$ cat config.mk
export PLATFORM = sky130hd
export DESIGN_NAME = rf_wb_arbiter
export DESIGN_NICKNAME = d
export VERILOG_FILES = /design/src/rtl/rf_pkg.sv /design/src/rtl/rr_arbiter.sv /design/src/rtl/rf_wb_arbiter.sv
export SDC_FILE = /design/constraint.sdc
export NUM_CORES = 1
export LEC_CHECK = 0
export CELL_PAD_IN_SITES_DETAIL_PLACEMENT = 0
export CELL_PAD_IN_SITES_GLOBAL_PLACEMENT = 1
export CORE_MARGIN = 1
export CORE_UTILIZATION = 31
export DETAILED_ROUTE_END_ITERATION = 16
export DONT_BUFFER_PORTS = 1
export PLACE_DENSITY_LB_ADDON = 0.25
export RECOVER_POWER = 100
export SLEW_MARGIN = 15
export SYNTH_ARGS = -nofsm -noshare
export SYNTH_HDL_FRONTEND = slang
export SYNTH_HIERARCHICAL = 1
export SYNTH_SLANG_ARGS = --single-unit
$ cat constraint.sdc
create_clock -name clk -period 3.8 [get_ports clk]
set_input_delay 0.76 -clock clk [delete_from_list [all_inputs] [get_ports clk]]
set_output_delay 0.76 -clock clk [all_outputs]
set_load 0.005 [all_outputs]
$ cat src/rtl/rf_pkg.sv
// Shared register-file definitions: architectural constants and the writeback request payload.
package rf_pkg;

    localparam int unsigned ADDR_W   = 5;
    localparam int unsigned NUM_REGS = 32;
    localparam int unsigned DATA_W   = 32;

    typedef logic [ADDR_W-1:0] reg_addr_t;

    typedef struct packed {
        logic              valid;
        reg_addr_t         addr;
        logic [DATA_W-1:0] data;
    } wb_req_t;

endpackage

$ cat src/rtl/rr_arbiter.sv
// Combinational round-robin arbiter: grants the first requester at or after i_ptr, wrapping mod N.
module rr_arbiter #(
    parameter int unsigned N = 3,
    localparam int unsigned IDX_W = (N > 1) ? $clog2(N) : 1
) (
    input  logic [N-1:0]     i_req,
    input  logic [IDX_W-1:0] i_ptr,
    input  logic             i_en,
    output logic [N-1:0]     o_grant_c,
    output logic [IDX_W-1:0] o_grant_idx_c
);

    logic w_found;

    always_comb begin
        int unsigned idx;
        o_grant_c     = '0;
        o_grant_idx_c = '0;
        w_found       = 1'b0;
        idx           = 0;
        if (i_en) begin
            for (int unsigned k = 0; k < N; k++) begin
                idx = (32'(i_ptr) + k) % N;
                if (!w_found && i_req[IDX_W'(idx)]) begin
                    o_grant_c[IDX_W'(idx)] = 1'b1;
                    o_grant_idx_c          = IDX_W'(idx);
                    w_found                = 1'b1;
                end
            end
        end
    end

endmodule

$ cat src/rtl/rf_wb_arbiter.sv
// Register-file writeback arbiter: round-robin grant of the single write port among N_REQ
// requesters, registered write stage, and a busy scoreboard of reserved destinations.
module rf_wb_arbiter
    import rf_pkg::*;
#(
    parameter int unsigned WIDTH  = 32,
    parameter int unsigned N_REQ  = 3,
    parameter int unsigned ADDR_W = 5
) (
    input  logic                    clk,
    input  logic                    rst_n,
    input  logic [N_REQ-1:0]        req_valid,
    output logic [N_REQ-1:0]        req_ready,
    input  logic [N_REQ*ADDR_W-1:0] req_addr,
    input  logic [N_REQ*WIDTH-1:0]  req_data,
    input  logic                    hold,
    input  logic                    rsv_valid,
    input  logic [ADDR_W-1:0]       rsv_addr,
    output logic                    rf_we,
    output logic [ADDR_W-1:0]       rf_a3,
    output logic [WIDTH-1:0]        rf_wd3,
    output logic [NUM_REGS-1:0]     busy_vec
);

    localparam int unsigned IDX_W = (N_REQ > 1) ? $clog2(N_REQ) : 1;

    logic [IDX_W-1:0]    r_ptr;
    logic                r_we;
    logic [ADDR_W-1:0]   r_a3;
    logic [WIDTH-1:0]    r_wd3;
    logic [NUM_REGS-1:0] r_busy;

    logic                w_arb_en;
    logic [N_REQ-1:0]    w_grant;
    logic [IDX_W-1:0]    w_grant_idx;
    logic                w_any;
    logic [ADDR_W-1:0]   w_addr;
    logic [WIDTH-1:0]    w_data;
    logic [IDX_W-1:0]    w_ptr_nxt;
    logic [NUM_REGS-1:0] w_busy_nxt;

    // No grants while frozen or held in reset.
    assign w_arb_en = ~hold & rst_n;

    rr_arbiter #(
        .N (N_REQ)
    ) u_rr (
        .i_req         (req_valid),
        .i_ptr         (r_ptr),
        .i_en          (w_arb_en),
        .o_grant_c     (w_grant),
        .o_grant_idx_c (w_grant_idx)
    );

    assign w_any     = |w_grant;
    assign req_ready = w_grant;

    always_comb begin
        w_addr = '0;
        w_data = '0;
        for (int unsigned i = 0; i < N_REQ; i++) begin
            if (w_grant[i]) begin
                w_addr = req_addr[i*ADDR_W +: ADDR_W];
                w_data = req_data[i*WIDTH +: WIDTH];
            end
        end
    end

    always_comb begin
        w_ptr_nxt = r_ptr;
        if (w_any) begin
            w_ptr_nxt = (32'(w_grant_idx) + 1 >= N_REQ) ? '0 : IDX_W'(32'(w_grant_idx) + 1);
        end
    end

    // Clear on grant first so a same-edge reservation (newer) wins.
    always_comb begin
        w_busy_nxt = r_busy;
        if (w_any && (w_addr != '0)) begin
            w_busy_nxt[w_addr] = 1'b0;
        end
        if (rsv_valid && (rsv_addr != '0)) begin
            w_busy_nxt[rsv_addr] = 1'b1;
        end
        w_busy_nxt[0] = 1'b0;
    end

    always_ff @(posedge clk or negedge rst_n) begin
        if (!rst_n) begin
            r_ptr  <= '0;
            r_we   <= 1'b0;
            r_a3   <= '0;
            r_wd3  <= '0;
            r_busy <= '0;
        end else begin
            r_ptr  <= w_ptr_nxt;
            r_we   <= w_any && (w_addr != '0);
            r_busy <= w_busy_nxt;
            if (w_any) begin
                r_a3  <= w_addr;
                r_wd3 <= w_data;
            end
        end
    end

    assign rf_we    = r_we;
    assign rf_a3    = r_a3;
    assign rf_wd3   = r_wd3;
    assign busy_vec = r_busy;

endmodule

==> metrics <==
met2 capacity usage during global routing 30.6%; Post-Synthesis Net Count 579; Post-synth top flop dfrtp_1; diode insertion count for antenna repair 0; number of iterations in the first detailed-routing pass 5; Layout fillers 1274; number of DRC markers in iteration 0 173; cell total after placement 594; post-detail-place hpwl 8850 um; proportion of register bits with asynchronous set or reset after synthesis 100%; outcome finished clean; area added between synthesis and finish 9.88%; type of the worst min-delay path in -> async; wire length of the first global-routing pass 18000 um; clock tree from TritonCTS done; minimum setup slack after placement 0.453 ns; post-route minimum period 3.43 ns; peak supply drop 0.229 mV; register clock-pin slew on the reported worst setup and hold paths 0.06 ns; tightest slew margin relative to the limit 35.3%; clk sinks 71; Die Y 115 um; post-route clock skew 0.00934 ns; global routing's busiest layer met2; row count 41; register bit count reported by yosys 71; most frequent standard cell in the layout excluding fill and tap cells dfrtp_1; post-route ant nets 0; Max-Cap Viols 0; Critical Path RT 3.95 ns; final hold slack 0.122 ns; utilization of the core after routing 34.9%; final number of max-transition violations 0; most prevalent standard cell on the critical path inv_1; buffer type at the clock tree root clkbuf_16; port buffer count 0; area of the core 12600 um^2; setup tns final 0 ns; final setup violation count 0; pin count of the biggest net entering global routing 73; Critical Path End Type flop; CP Max Fanout 28; final critical-path setup slack 0.368 ns; synthesized area divided by synthesized cell count 8.82 um^2; source-to-sink clock delay at the later pin of the worst-skew pair 0.33 ns; PostCTS Resize Cnt 0; highest-delay cell along the critical path a2111oi_0; ordered cell list for the critical path inv_1, ha_1, inv_1, a2111oi_0, or2_0, a221oi_2, buf_4, or3_1, clkbuf_2, o22ai_1, a21oi_1; number of global-route vias before repair 3179; met3 Use GR 6.33%; Buf+Inv Stages, Crit Path 4; final net count 560; arrival time of the worst setup path 3.59 ns; Worst setup SP type flop; worst setup path end rf_wd3[23]; DRC violations left 0; fin area 4380 um^2; count of endpoints failing hold in the final timing report 0; total wire length 12800 um; width of the die 115 um; final estimated routing congestion in global placement 0.811; number of primary I/O pins 196; initial cell density of the core 31.7%; number of CTS-inserted buffers 9; fin cells 610; Register-to-Register Setup Slack 0.37 ns; Power Total 3.45 mW; Worst Reg2Reg Path Length in Cells 11; dpl cell area 4070 um^2; count of flip-flops with a built-in enable after synthesis 0; terminus of the critical flop-to-flop path rf_wd3[23]; area of the mapped netlist 3990 um^2; source of the critical timing path r_ptr[0]; total global routing track utilization 18.1%; unrepaired setup endpoints after global routing no; post-synthesis cell count 452; portion of the clock cycle consumed by the worst path in the final layout 90.3%; Overflow after GRT 0; area used by multi-input combinational logic 1930 um^2; proportion of layout cells with a drive suffix above 1 8.68%; area enclosed by the die boundary 13300 um^2; met1 layer usage reported by global route 21.4%; Yosys warning count 6; depth of the critical timing path with buffers and inverters included 11; maximum achievable frequency 291 MHz; number of buffers inserted by post-CTS setup repair 0; Worst Tran Pin Value 0.969 ns; gate family responsible for the most delay along the worst path compound AO/OA/AOI/OAI gates; pwr/cell area 787 nW/um^2; maximum number of buffers from clock root to sink 2; register cell area after layout 1780 um^2; sequential area share after synthesis 44.6%; depth of the CTS H-tree 3; total number of vias 3555; via count normalized by instance count 5.83; critical path start-end classification reg -> reg; top library cells by usage in the layout, fill and taps aside dfrtp_1, o22ai_1, a21oi_1; startpoint of the worst-slack reg-to-reg timing path r_ptr[0]; Static Leakage 1.59 nW; total of hold buffers inserted after clock tree synthesis 0; biggest cell delay along the critical path 0.54 ns; antenna violations before repair 0; synth unique cells 51; average routed wire per standard cell 20.9 um
worst min-delay path by stage:
stage	startpoint	to	slack, ns	cells past startpoint
finish	rst_n	busy_vec[10]	0.12	0
global route	rst_n	busy_vec[10]	0.11	0
CTS	rst_n	busy_vec[10]	0.11	0
detailed placement	rst_n	busy_vec[9]	0.47	0
global placement	rst_n	rf_wd3[15]	0.47	0
floorplan	rst_n	busy_vec[10]	0.46	0
cell type report:
cell class / instances / share of cell area (%)
clock buffers: 11 / 5.31
clock inverters: 5 / 2.43
inverters: 14 / 1.20
multi-input cells: 327 / 43.9
flip-flops and latches: 71 / 40.5
well taps: 172 / 4.91
repair buffers: 10 / 1.66
flip-flops by register name (all words and copies together) (netlist names):
register  flops
rf_we         1
rf_wd3       32
busy_vec     31
r_ptr         2
rf_a3         5
synthesized netlist by cell type, types with 2 or more instances:
| cell | number | area share [%] |
|---|---|---|
| dfrtp_1 | 71 | 45 |
| a22o_1 | 2 | 0.44 |
| inv_1 | 10 | 0.94 |
| a21oi_1 | 43 | 5.4 |
| nand2_1 | 42 | 4.0 |
| inv_2 | 3 | 0.28 |
| ha_1 | 4 | 1.3 |
| buf_6 | 5 | 1.4 |
| nand3_1 | 29 | 3.6 |
| nor2b_1 | 3 | 0.47 |
| o22ai_1 | 64 | 10 |
| nand3b_1 | 6 | 1.1 |
| a31oi_1 | 5 | 0.78 |
| a22oi_2 | 2 | 0.63 |
| nand4_1 | 2 | 0.31 |
| nand2b_1 | 3 | 0.47 |
| a21oi_2 | 4 | 0.88 |
| nor3_1 | 3 | 0.38 |
| o31ai_1 | 28 | 5.3 |
| nor3b_1 | 4 | 0.75 |
| and3b_1 | 3 | 0.66 |
| a21o_1 | 3 | 0.56 |
| nor2_1 | 23 | 2.2 |
| buf_4 | 4 | 0.75 |
| clkbuf_1 | 16 | 1.5 |
| a2111oi_0 | 2 | 0.44 |
| buf_2 | 14 | 1.8 |
| o21ai_0 | 31 | 3.9 |
logic make-up (layout without fill, tap and decap cells):
| family | after synthesis | after routing | synth area share [%] |
|---|---|---|---|
| compound gates | 192 | 192 | 30.3 |
| fa+ha+maj | 5 | 5 | 1.51 |
| buf+inv | 54 | 40 | 6.84 |
| flops | 71 | 71 | 44.6 |
| mux | 1 | 1 | 0.282 |
| other cells | 1 | 1 | 0.0940 |
| simple gates | 128 | 128 | 16.4 |
routing by layer:
layer / share of wire [%] / routed length [um]
met5: 0 / 0
met4: 1.4 / 173
met3: 8.5 / 1090
met2: 49 / 6220
met1: 41 / 5290
power by group:
group | internal, mW | total, mW | switching, mW
Clock | 0.643 | 0.963 | 0.320
Combinational | 0.460 | 1.21 | 0.754
Sequential | 1.03 | 1.27 | 0.240
Total | 2.14 | 3.45 | 1.31
(Power assumes the default switching activity.)
